`config.mk`:
```
export PLATFORM = sky130hd
export DESIGN_NAME = cla_pipe_adder
export DESIGN_NICKNAME = d
export VERILOG_FILES = /design/src/rtl/cla_pipe_adder.sv
export SDC_FILE = /design/constraint.sdc
export NUM_CORES = 1
export LEC_CHECK = 0
export CORE_AREA = 4 4 91 93
export CTS_CLUSTER_DIAMETER = 150
export CTS_CLUSTER_SIZE = 12
export DETAILED_ROUTE_END_ITERATION = 8
export DIE_AREA = 0 0 95 97
export PLACE_DENSITY = 0.83
export SLEW_MARGIN = 25
export SYNTH_ARGS = -nofsm -noshare
export SYNTH_HDL_FRONTEND = slang
export SYNTH_SLANG_ARGS = --single-unit
```
`constraint.sdc`:
```
create_clock -name clk -period 9.3 [get_ports clk]
set_clock_uncertainty 0.2 [all_clocks]
set_input_delay 0.93 -clock clk [delete_from_list [all_inputs] [get_ports clk]]
set_output_delay 0.93 -clock clk [all_outputs]
set_load 0.005 [all_outputs]
```
`src/rtl/cla_pipe_adder.sv`:
```
// Pipelined carry-look-ahead adder/subtractor: one 4-bit CLA group per stage,
// group carry-out registered into the next stage, valid/ready stream handshake.
module cla_pipe_adder #(
    parameter int unsigned WIDTH = 16
) (
    input  logic             clk,
    input  logic             rst,
    input  logic             in_valid,
    output logic             in_ready,
    input  logic [WIDTH-1:0] a,
    input  logic [WIDTH-1:0] b,
    input  logic             cin,
    input  logic             sub,
    output logic             out_valid,
    input  logic             out_ready,
    output logic [WIDTH-1:0] sum,
    output logic             cout,
    output logic             ovf
);
    localparam int unsigned LAT = WIDTH / 4;

    if (WIDTH < 4 || (WIDTH % 4) != 0) begin : g_width_check
        $error("cla_pipe_adder: WIDTH must be a positive multiple of 4");
    end

    logic en;
    assign en       = !out_valid || out_ready;
    assign in_ready = en;

    // Returns {carry_out, sum[3:0]} with every carry in flat sum-of-products form.
    function automatic logic [4:0] cla4(input logic [3:0] x, input logic [3:0] y, input logic ci);
        logic [3:0] p;
        logic [3:0] g;
        logic [4:0] c;
        p    = x ^ y;
        g    = x & y;
        c[0] = ci;
        c[1] = g[0] | (p[0] & ci);
        c[2] = g[1] | (p[1] & g[0]) | (p[1] & p[0] & ci);
        c[3] = g[2] | (p[2] & g[1]) | (p[2] & p[1] & g[0]) | (p[2] & p[1] & p[0] & ci);
        c[4] = g[3] | (p[3] & g[2]) | (p[3] & p[2] & g[1]) | (p[3] & p[2] & p[1] & g[0])
             | (p[3] & p[2] & p[1] & p[0] & ci);
        return {c[4], p ^ c[3:0]};
    endfunction

    for (genvar k = 0; k < LAT; k++) begin : g_stage
        localparam int unsigned DONE = 4 * (k + 1);
        localparam int unsigned PEND = WIDTH - DONE;

        logic [PEND+3:0] src_a;
        logic [PEND+3:0] src_b;
        logic            src_c;
        logic            src_v;
        logic [4:0]      grp;
        logic [DONE-1:0] sum_d;
        logic [DONE-1:0] sum_q;
        logic            v_q;
        logic            c_q;

        if (k == 0) begin : g_src
            assign src_a = a;
            assign src_b = b ^ {WIDTH{sub}};
            assign src_c = cin ^ sub;
            assign src_v = in_valid;
            assign sum_d = grp[3:0];
        end else begin : g_src
            assign src_a = g_stage[k-1].g_pend.pa_q;
            assign src_b = g_stage[k-1].g_pend.pb_q;
            assign src_c = g_stage[k-1].c_q;
            assign src_v = g_stage[k-1].v_q;
            assign sum_d = {grp[3:0], g_stage[k-1].sum_q};
        end

        assign grp = cla4(src_a[3:0], src_b[3:0], src_c);

        always_ff @(posedge clk or posedge rst) begin
            if (rst) begin
                v_q   <= 1'b0;
                c_q   <= 1'b0;
                sum_q <= '0;
            end else if (en) begin
                v_q   <= src_v;
                c_q   <= grp[4];
                sum_q <= sum_d;
            end
        end

        if (PEND > 0) begin : g_pend
            // Only the operand bits of groups not yet summed travel onward.
            logic [PEND-1:0] pa_q;
            logic [PEND-1:0] pb_q;
            always_ff @(posedge clk or posedge rst) begin
                if (rst) begin
                    pa_q <= '0;
                    pb_q <= '0;
                end else if (en) begin
                    pa_q <= src_a[PEND+3:4];
                    pb_q <= src_b[PEND+3:4];
                end
            end
        end else begin : g_last
            // The top group still sees both operand MSBs, so overflow is resolved here.
            logic ovf_q;
            always_ff @(posedge clk or posedge rst) begin
                if (rst) begin
                    ovf_q <= 1'b0;
                end else if (en) begin
                    ovf_q <= (src_a[3] == src_b[3]) && (grp[3] != src_a[3]);
                end
            end
        end
    end

    assign out_valid = g_stage[LAT-1].v_q;
    assign sum       = g_stage[LAT-1].sum_q;
    assign cout      = g_stage[LAT-1].c_q;
    assign ovf       = g_stage[LAT-1].g_last.ovf_q;

endmodule

```
* Yosys cells after proc, flatten, opt, wreduce, memory -nomap -nowiden
Cells that the tools add are included. Widths: inputs -> output; s select.
Cells by class: eq/ne operators 2, bitwise logic cells 118, reductions and logical operators 3
Operator list (number):
- $and 1x1->1 | 64
- $or 1x1->1 | 40
- $xor 4x4->4 | 8
- $and 4x4->4 | 4
- $xor 16x16->16 | 1
- $eq 1x1->1 | 1
- $logic_and 1x1->1 | 1
- $logic_not 1->1 | 1
- $logic_or 1x1->1 | 1
- $ne 1x1->1 | 1
- $xor 1x1->1 | 1
Word-level totals: input port bits 38, register bits 97, output and inout port bits 20

* Longest topological paths before layout
depth in word-level cells 8, gate-level depth with buffers 8, mapped depth without buffers 6

* Worst setup path before layout
OpenSTA, ideal clock, no wires.
path kind input -> register, start input port sub, end register g_stage[0].sum_q[3], library setup time 0.092 ns, stages 8, arrival 2.409 ns, path buffers 2, setup slack 6.599 ns, cells stage by stage buf_6 > buf_4 > xor2_1 > ha_1 > a21oi_1 > o22ai_2 > o21a_1 > o31ai_2
On the way: word-level cells in the longest chain between the ends 7
RTL lines:
- start, declared | line 13 | input logic sub,
- $xor 16x16->16 | line 62 | assign src_b = b ^ {WIDTH{sub}};
- $xor 4x4->4 / $and 4x4->4 (equally long branches) | line 35, 36
- $and 1x1->1 | line 40 | c[3] = g[2] | (p[2] & g[1]) | (p[2] & p[1] & g[0]) | (p[2] & p[1] & p[0] & ci);
- $or 1x1->1 / $and 1x1->1 (equally long branches) (2 in a row) | line 40
- $or 1x1->1 | line 40
- $xor 4x4->4 * | line 43 | return {c[4], p ^ c[3:0]};
- end signal, assigned | line 84 | sum_q <= sum_d;
- end, declared | line 56 | logic [DONE-1:0] sum_q;
Every way passes the cells marked *; elsewhere a longest branch is shown, timed or not. A chain may end at the register's enable or synchronous reset.

* Final worst setup path
start input port out_ready, end output port in_ready
On the way: word-level cells in the longest chain between the ends 1
RTL lines:
- start, declared | line 15 | input logic out_ready,
- $logic_or 1x1->1 | line 27 | assign en = !out_valid || out_ready;
- end, declared | line 9 | output logic in_ready,
No other way between the ends.

==> metrics <==
outcome=completed; total power divided by cell area=a little over 300 nW/um2; simple logic cell fraction of the synthesized area=approximately a fifth; commonest non-fill, non-tap cell in the layout=nand2_1; dpl cell area=4930 um2; area occupied by registers=2430 um2; Post-CTS Setup Inserts=0; Cell Area, Synth=4320 um2; CTS tree=yes; most frequent cells in the layout=nand2_1, dfrtp_1, clkdlybuf4s50_1, o21ai_0, xnor2_1; Setup crit end kind=output port; flop-to-flop setup slack=6720 ps; share of cells above drive strength 1=5.25%; CP Launch Type=input port; post-DP HPWL=5390 um; Adder-Cell Fraction of Synth Area=6.48%; H-tree depth=3; post-synthesis sequential area ratio=56.1%; Final min period=3990 ps; RR Startpoint=out_valid$_DFFE_PP0P_; max-cap viol count=0; Synth Register Bits=slightly below 100; root buffer cell=clkbuf_8; vias in the first global route=between 2000 and 3000; drt wl/cell=12.9 um; syn nets=519; Core ar.=7530 um2; Syn Inst Count=approximately 460; largest family of logic cells by synthesized area=simple AND/OR/NAND/NOR gates; router iterations before antenna repair=4; XOR/XNOR share of the synthesized area=about 5.5%; Final #Nets=567; gpl congestion=0.755; first-pass GRT wire length=13700 um; post-synthesis mux area share=0%; Max clock buf depth=2; Chip Width=about 95 um; final wirelength=7930 um; DR vias=approximately 3100; post-synth cell types=31; CP arrival=2860 ps; Multi-input gate area=1750 um2; CP startpoint=out_ready; IO buf count=57; maximum vdd drop=roughly 0.21 mV; fin crit share=42.9%; GRT Total Usage=18.8%; initial antenna violation count=0; Worst-Skew Late Latency=about 360 ps; Hold Crit Start=sum[12]$_DFFE_PP0P_; Critical Path End=in_ready; Worst Max-Slew Pin Slew=937 ps; vias per cell=5.01; Area Overhead vs Synth=18.1%; type of the worst setup path=input port to output port; Post-CTS Hold Buffers=0; Die Ht=97 um; synth warn=0; Compound-Gate Fraction of Synth Area=8.13%; clock sink count=97; TNS Setup=0 ps; drt initial violations=275; total CTS buffers=9; Overflow after GRT=0; mean area per synthesized cell=9.38 um2; Register-to-Register Path Depth=6; Static Leakage=approximately 2.5 nW; Post-synth EDFFs=0; Fmax=0.251 GHz; Hold Violations, Final=0; final setup fails=0; largest net degree at the start of global routing=around 100; top_reg_cell synth=dfrtp_1; Final ANT Viol Nets=0; IO Count=58; Async S/R FF share, synth=100%; clock slew at reported path FFs=~90 ps; Ant. Diodes=0; die area=9220 um2; RSZ-0062 raised after global routing=false; design area=5110 um2; Max FO, Critical Path=100; Max-slew headroom=37.5%; HP Class=register to register; Initial Utilization=57.4%; Cell Rows=32; FILL cells=slightly above 600; CP Data Required Time=8170 ps; worst r2r dst=g_stage[1].sum_q[6]$_DFFE_PP0P_; drt drc=0; Slew Limit Fails=0; # resized after CTS=0
flip-flops by register name, indices dropped and copies added (netlist names):
register             count
sum                     16
g_stage.c_q              3
g_stage.g_pend.pa_q     24
ovf                      1
cout                     1
g_stage.g_pend.pb_q     24
g_stage.sum_q           24
g_stage.v_q              3
out_valid                1
critical path: stages:
cell	delay, ps
clkdlybuf4s50_1	450
nor2b_4	110
buf_4	720
inv_2	90
clkdlybuf4s50_1	510
through the flow:
| stage | hold slack, ps | setup slack [ps] | util [%] | cells | total power [W] |
|---|---|---|---|---|---|
| finish | 270 | 5310 | 67.9 | 616 | 0.00157 |
| global route | 289 | 5210 | 67.9 | 616 | 0.00171 |
| CTS | 277 | 5330 | 67.9 | 616 | 0.00159 |
| detailed placement | 255 | 5330 | 65.5 | 600 | 0.00133 |
| global placement | 239 | 5410 | 65.5 | 600 | 0.00129 |
| floorplan | 230 | 5640 | - | 461 | 0.00113 |
cells in the mapped netlist (2+ instances only):
cell type  number  area (um2)
xnor2_1        17         149
a211oi_1        6        45.0
fa_1            4        80.1
buf_2           8        40.0
o21ai_1         4        20.0
nor2_1         11        41.3
clkbuf_1        5        18.8
buf_4           2        15.0
nand2_1       215         807
a21o_1          3        22.5
a21oi_1        14        70.1
xor2_1          7        61.3
o211ai_1        2        15.0
o31ai_1         2        15.0
o21bai_1        2        15.0
ha_1           16         200
buf_6           3        33.8
inv_1           7        26.3
buf_1           5        18.8
o21ai_0        21         105
dfrtp_1        97        2430
cell families (layout without fill, tap and decap cells):
| logic type | count (synthesis) | after routing |
|---|---|---|
| simple gates | 230 | 230 |
| flops | 97 | 97 |
| compound gates | 58 | 58 |
| buf+inv | 31 | 84 |
| xor+xnor | 25 | 25 |
| fa+ha+maj | 20 | 20 |
metal layers:
layer | GRT usage, % | share of wire [%] | wire [um] | up-vias
li1 | - | - | - | 1554
met1 | 25.0 | 44 | 3510 | 1458
met2 | 30.3 | 50 | 3930 | 59
met3 | 2.72 | 4.1 | 326 | 14
met4 | 8.44 | 2.0 | 160 | 0
met5 | 0 | 0 | 0 | -
power by group:
group	switching [W]	internal, W
clock network	0.000154	0.000103
logic	0.000314	0.000287
registers	0.000106	0.000610
final cells by class:
| type | count | area share, % |
|---|---|---|
| Clock buffer | 9 | 2.43 |
| Clock inverter | 7 | 1.18 |
| Inverter | 8 | 0.637 |
| Multi-Input combinational cell | 333 | 34.2 |
| Sequential cell | 97 | 47.5 |
| Tap cell | 102 | 2.50 |
| Timing Repair Buffer | 60 | 11.5 |
how the worst min path moves through the flow:
| stage | slack (ps) | cells after the start | endpoint |
|---|---|---|---|
| global route | 290 | 2 | g_stage[0].g_pend.pa_q[9]$_DFFE_PP0P_ |
| global placement | 240 | 1 | out_valid$_DFFE_PP0P_ |
| detailed placement | 260 | 2 | g_stage[0].g_pend.pa_q[5]$_DFFE_PP0P_ |
| finish | 270 | 2 | sum[12]$_DFFE_PP0P_ |
| CTS | 280 | 2 | g_stage[0].g_pend.pa_q[8]$_DFFE_PP0P_ |
| floorplan | 230 | 2 | g_stage[2].v_q$_DFFE_PP0P_ |
Power figures use the tool's default switching activity.
